$ cat src/rtl/position_sequencer.sv
// position_sequencer: moves a three-position actuator one step at a time
// (home <-> mid <-> front), dwelling STEP_CYCLES clocks at each position.
//
//   state   | meaning
//   --------+-------------------------------------------------------------
//   S_IDLE  | waiting for a request, req_ready high
//   S_DWELL | counting down at the current position before the next step
//   S_DONE  | target reached, arrive pulses for this single cycle
module position_sequencer #(
  parameter int STEP_CYCLES = 4
) (
  input  logic       clk,
  input  logic       rst,
  input  logic       req_valid,
  input  logic [1:0] req_target,
  output logic       req_ready,
  input  logic       hold,
  output logic [1:0] pos,
  output logic       busy,
  output logic       arrive,
  output logic       err
);

  // A single-cycle dwell still needs a 1-bit counter that just stays at 0.
  localparam int CNT_W = (STEP_CYCLES > 1) ? $clog2(STEP_CYCLES) : 1;
  localparam logic [CNT_W-1:0] RELOAD = CNT_W'(STEP_CYCLES - 1);
  localparam logic [CNT_W-1:0] CNT_ONE = CNT_W'(1);

  localparam logic [1:0] POS_HOME    = 2'b00;
  localparam logic [1:0] POS_ILLEGAL = 2'b11;

  typedef enum logic [1:0] {
    S_IDLE  = 2'b00,
    S_DWELL = 2'b01,
    S_DONE  = 2'b10
  } state_t;

  state_t           state_q, state_d;
  logic [1:0]       pos_q, pos_d;
  logic [1:0]       tgt_q, tgt_d;
  logic [CNT_W-1:0] cnt_q, cnt_d;
  logic             err_q, err_d;

  logic             accept;
  logic [1:0]       pos_step;

  // Handshake and single-step move toward the latched target. In DWELL the
  // target always differs from pos, and pos is only ever 00/01/10, so a +/-1
  // step can never skip mid or reach 11.
  always_comb begin
    accept   = req_valid && (state_q == S_IDLE);
    pos_step = (tgt_q > pos_q) ? (pos_q + 2'd1) : (pos_q - 2'd1);
  end

  // Next-state, position, target and dwell counter.
  always_comb begin
    state_d = state_q;
    pos_d   = pos_q;
    tgt_d   = tgt_q;
    cnt_d   = cnt_q;
    err_d   = 1'b0;

    case (state_q)
      S_IDLE: begin
        if (accept) begin
          if (req_target == POS_ILLEGAL) begin
            err_d = 1'b1;
          end else if (req_target == pos_q) begin
            state_d = S_DONE;
          end else begin
            tgt_d   = req_target;
            cnt_d   = RELOAD;
            state_d = S_DWELL;
          end
        end
      end

      S_DWELL: begin
        if (!hold) begin
          if (cnt_q != '0) begin
            cnt_d = cnt_q - CNT_ONE;
          end else begin
            pos_d = pos_step;
            if (pos_step == tgt_q) begin
              state_d = S_DONE;
            end else begin
              cnt_d = RELOAD;
            end
          end
        end
      end

      S_DONE: begin
        state_d = S_IDLE;
      end

      default: begin
        state_d = S_IDLE;
      end
    endcase
  end

  // State register; reset wins over any accept, hold or step in flight.
  always_ff @(posedge clk) begin
    if (rst) begin
      state_q <= S_IDLE;
      pos_q   <= POS_HOME;
      tgt_q   <= POS_HOME;
      cnt_q   <= '0;
      err_q   <= 1'b0;
    end else begin
      state_q <= state_d;
      pos_q   <= pos_d;
      tgt_q   <= tgt_d;
      cnt_q   <= cnt_d;
      err_q   <= err_d;
    end
  end

  // Outputs decoded from registered state.
  always_comb begin
    req_ready = (state_q == S_IDLE);
    busy      = (state_q != S_IDLE);
    arrive    = (state_q == S_DONE);
    err       = err_q;
    pos       = pos_q;
  end

endmodule

$ cat config.mk
export PLATFORM = sky130hd
export DESIGN_NAME = position_sequencer
export DESIGN_NICKNAME = d
export VERILOG_FILES = /design/src/rtl/position_sequencer.sv
export SDC_FILE = /design/constraint.sdc
export NUM_CORES = 1
export LEC_CHECK = 0
export CAP_MARGIN = 20
export CORE_MARGIN = 8
export CORE_UTILIZATION = 40
export DETAILED_ROUTE_END_ITERATION = 7
export GPL_ROUTABILITY_DRIVEN = 0
export PLACE_DENSITY = 0.68
export SYNTH_ARGS = -nofsm -noshare
export SYNTH_HDL_FRONTEND = slang
export SYNTH_SLANG_ARGS = --single-unit
$ cat constraint.sdc
create_clock -name clk -period 2.75 [get_ports clk]
set_input_delay 0.55 -clock clk [delete_from_list [all_inputs] [get_ports clk]]
set_output_delay 0.55 -clock clk [all_outputs]
set_load 0.01 [all_outputs]
**After elaboration in Yosys (flattened, before gate mapping)**

Index checks and enable logic that the tools add are counted.

- Flip-flop bits (word level): 9
- Bits of input ports: 6
- Output and inout port bits: 6
- Logic and storage cells: 53

- Add/sub/neg operators: 3
- Magnitude comparators: 1
- Equal/unequal tests: 12
- Multiplexer cells: 16
- Bitwise operators: 6
- Reductions and logical operators: 10

Operators with widths:

| operator | number |
|---|---|
| 2-to-1 mux 2 bit | 13 |
| != test 2 bit, second input constant | 5 |
| one-hot mux 2 bit (2 select lines) | 2 |
| inverter 1 bit | 6 |
| AND reduction 6 bit | 1 |
| nonzero test 2 bit | 3 |
| AND reduction 5 bit | 1 |
| equality test 2 bit | 2 |
| equality test 2 bit, second input constant | 2 |
| AND reduction 4 bit | 1 |
| subtractor 2 x 1 -> 2 bit, second input constant | 2 |
| != test 3 bit, second input constant | 1 |
| AND reduction 3 bit | 1 |
| OR reduction 3 bit | 1 |
| adder 2 x 1 -> 2 bit, second input constant | 1 |
| equality test 2 x 1 -> 1 bit, second input constant | 1 |
| > comparator 2 bit | 1 |
| zero test 2 bit | 1 |
| != test 2 x 1 -> 1 bit, second input constant | 1 |
| logical AND 1 bit | 1 |
| 2-to-1 mux 1 bit | 1 |

**Longest topological paths before layout**

- Word-level depth: 7
- Depth in mapped cells: 7
- Depth with buffers taken out: 7

**Least setup slack after synthesis**

Ideal clock, no wire load.

- Path type: register -> register
- Start: register pos_q[1], in the netlist pos[1]
- End: register cnt_q[1]
- Setup time: 79 ps
- Data arrival time: 1651 ps
- Required time: 2671 ps
- Setup slack: 1020 ps
- Stages on the path, launching flop included: 8
- Path buffers: 0
- Period minus slack after synthesis: 1730 ps
- Path through: dfxtp_1 -> inv_1 -> ha_1 -> nor2b_1 -> nor2_1 -> xnor2_2 -> o311a_1 -> a211oi_2

- Cells in the longest elaborated chain, start to end: 5
- Elaborated cells on any way between the ends: 9
- Classes of those cells: 2 x add/sub; 1 x order compare; 4 x eq/ne; 1 x mux; 1 x reduce/logical

RTL lines:

| what | line | text |
|---|---|---|
| start: declaration | 39 | `logic [1:0] pos_q, pos_d;` |
| start signal: assignment | 113 | `pos_q <= pos_d;` |
| subtractor 2 x 1 -> 2 bit (tied with other cells) | 52 | `pos_step = (tgt_q > pos_q) ? (pos_q + 2'd1) : (pos_q - 2'd1);` |
| 2-to-1 mux 2 bit | 52 |  |
| equality test 2 bit | 84 | `if (pos_step == tgt_q) begin` |
| != test 3 bit (no line) | -- |  |
| AND reduction 6 bit (no line) * | -- |  |
| end signal: assignment | 115 | `cnt_q <= cnt_d;` |
| end: declaration | 41 | `logic [CNT_W-1:0] cnt_q, cnt_d;` |

Every way passes the cells marked *; elsewhere a longest branch is shown, timed or not.
A chain may end at the register's enable or synchronous reset.

**Final worst setup path**

- Start: register state_q[1]
- End: output arrive

- Cells in the longest elaborated chain, start to end: 1

RTL lines:

| what | line | text |
|---|---|---|
| start: declaration | 38 | `state_t state_q, state_d;` |
| start signal: assignment | 112 | `state_q <= state_d;` |
| equality test 2 bit | 124 | `arrive = (state_q == S_DONE);` |
| end: declaration | 20 | `output logic arrive,` |

No other way between the ends.

==> reports/results.tsv <==
stage	metric	value	unit
run_status	status	finished, final reports clean	
grt	overflow	0	
yosys	netlist_instances	66	
yosys	avgSynthCellArea	8.23	µm²
grt	grt_start_max_net_pins	10	
critical_path	cp-end-kind	primary output	
grt	grtUsageTotal	0.0898	
power_and_ir_drop	ir_worst_vdd	0.317	mV
floorplanning	start_util	0.423	
clock_tree	clockRootBuffer	clkbuf_4	
critical_path	crit_type	register to primary output	
routing	drt_pass1_iterations	2	
sta	finalHoldViolations	0	
power_and_ir_drop	powerDensity	553	nW/µm²
critical_path	crit_slowest_cell	clkdlybuf4s50_1	
clock_tree	cts_tree	built	
critical_path	critPathRequiredTime	2.20	ns
yosys	yosys_warnings	0	
sta	slew_violations	0	
finish	fillers	143	
yosys	synth_largest_area_cell	dfxtp_1	
routing	drc_errors	0	
clock_tree	ctsResizeCount	0	
critical_path	cp-start-kind	register	
finish	register_area	180	µm²
sta	max_freq	0.512	GHz
routing	drtAntennaViolNets	0	
yosys	synth-simple-area-share	0.249	
worst_hold_path	hold_end	cnt_q[1]	
yosys	synth_area_leaders	dfxtp_1, ha_1, nor2_1	
yosys	synth_nets	75	
clock_tree	ctsHoldBuffers	0	
finish	diodes	0	
finish	final_cell_area	694	µm²
yosys	synth_area	543	µm²
critical_path	crit_chain	nor2b_1 > clkdlybuf4s50_1	
sta	fin_crit_sh	0.710	
clock_tree	cts_setup_buffers	0	
finish	nets	90	
finish	mostFrequentLayoutCells	clkdlybuf4s50_1, nor2_1, dfxtp_1	
floorplanning	dieArea	2790	µm²
finish	drive_gt1_frac	0.100	
sta	fin_tns_setup	0	ns
worst_hold_path	min_path_cells	2	
critical_path	slowest_delay	0.55	ns
yosys	ys_seq_area_frac	0.332	
placed_design	io_buffers	11	
clock_tree	numClockSinks	9	
clock_tree	htree_levels	1	
clock_tree	clk-insertion-delay-late	0.26	ns
floorplanning	rows	13	
routing	vias_per_cell	5.13	
sta	hold-worst-slack	0.472	ns
routing	drt-initial-drc-count	4	
clock_tree	cts_buffers	3	
yosys	netlist-cell-type-count	21	
sta	rsz0062_at_grt	no	
sta	setup_slack	0.798	ns
floorplanning	fp.dieW	52.8	µm
grt	grt_pass1_vias	461	
critical_path	cp.arrival	1.40	ns
power_and_ir_drop	power.leakage	0.283	nW
finish	multi_input_area	333	µm²
floorplanning	io_pins	12	
critical_path	path_delay_family	buffers and inverters	
sta	worst_slew_pin_slew	0.408	ns
sta	finClkSkew	0.000808	ns
yosys	synth_mux_area_frac	0	
critical_path	regToRegStartpoint	pos[1]	
placed_design	dp_hpwl	883	µm
critical_path	regToRegEndpoint	cnt_q[1]	
worst_hold_path	hp-start	cnt_q[1]	
placed_design	dpl_cell_area	668	µm²
routing	routed_wl	1110	µm
yosys	synthAdderAreaFrac	0.0691	
critical_path	rr_worst_depth	7	
floorplanning	core-area	1280	µm²
grt	antenna_found_initial	0	
placed_design	place_ws	0.717	ns
finish	area_growth	27.9	%
critical_path	crit_buf_inv	1	
finish	layout_commonest_cell	clkdlybuf4s50_1	
routing	dr_total_vias	487	
critical_path	rrSetupSlack	0.94	ns
grt	grt_pass1_wl	1840	µm
yosys	synth-seq-cells	9	
yosys	synth-xor-area-share	0.127	
critical_path	worst-path-max-fanout	6	
sta	setup_viol	0	
run	max_cap_violations	0	
floorplanning	die_h	52.8	µm
clock_tree	clk_pin_slew	0.06	ns
yosys	synth-compound-area-share	0.168	
clock_tree	clk_path_buf_depth	2	
yosys	synth_top_family_by_area	simple AND/OR/NAND/NOR gates	
yosys	synth_top_cell_area_share	0.332	
sta	slew_headroom	0.726	
routing	wl_per_cell	11.6	µm
worst_hold_path	min_path_type	register to register	
sta	min_period	1.95	ns
registers in the layout, indices dropped and copies added, names as in the netlist:
name     count
err          1
state_q      2
tgt_q        2
pos          2
cnt_q        2
report_power, final:
group          leakage (nW)  switching [mW]  total [mW]  internal (mW)
Sequential           0.0737         0.00979       0.152          0.142
Combinational         0.194          0.0666       0.128         0.0612
Clock                0.0150          0.0487       0.105         0.0561
layer usage:
metal	global-route usage	vias to the layer above	wire length [µm]
li1	-	255	-
met3	0.0313	5	65
met2	0.141	12	490
met1	0.0925	215	515
met4	0.0776	0	33
met5	0	-	0
tightest hold or removal path, delay by kind of cell (launching register included):
family / cells / cell delay (ns)
AOI/OAI and AO/OA: 1 / 0.06
buffers and inverters: 1 / 0.07
DFF: 1 / 0.30
worst max path at each step:
| stage | start | endpoint | slack (ns) | cells after the start |
|---|---|---|---|---|
| 2_1_floorplan | pos[1] | cnt_q[1] | 1.02 | 7 |
| 3_3_place_gp | hold | pos[1] | 0.75 | 5 |
| 3_5_place_dp | hold | pos[1] | 0.72 | 5 |
| 4_1_cts | state_q[1] | arrive | 0.79 | 2 |
| 5_1_grt | state_q[1] | busy | 0.73 | 3 |
| 6_report | state_q[1] | arrive | 0.80 | 2 |
layout make-up:
type | instances | area share
Clock buffer | 4 | 0.0378
Inverter | 7 | 0.0378
Multi-Input combinational cell | 49 | 0.479
Sequential cell | 9 | 0.259
Tap cell | 15 | 0.0270
Timing Repair Buffer | 11 | 0.159
stage by stage:
stage	util	total power, mW	instances
finish	0.540	0.384	95
floorplan	-	0.245	66
global placement	0.520	0.282	91
detailed placement	0.520	0.284	91
global route	0.540	0.410	95
CTS	0.540	0.392	95
synth_stat cells, drive strengths merged:
cell	count
a2111oi	1
ha	3
o21ai	3
o211ai	1
a21oi	1
a31oi	1
nor3	7
inv	7
dfxtp	9
clkbuf	1
nor2	10
nor4b	1
nor2b	3
a211oi	1
a221oi	1
xor2	4
or3	2
nand2	6
xnor2	3
o311a	1
cells by family (layout without fill, tap and decap cells):
logic type                 Yosys count  after routing
DFF                                  9              9
and+or+nand+nor                     29             29
buffers and inverters                8             22
AOI/OAI and AO/OA                   10             10
xor gates and xnor gates             7              7
adders and majority gates            3              3
Power figures use the tool's default switching activity.
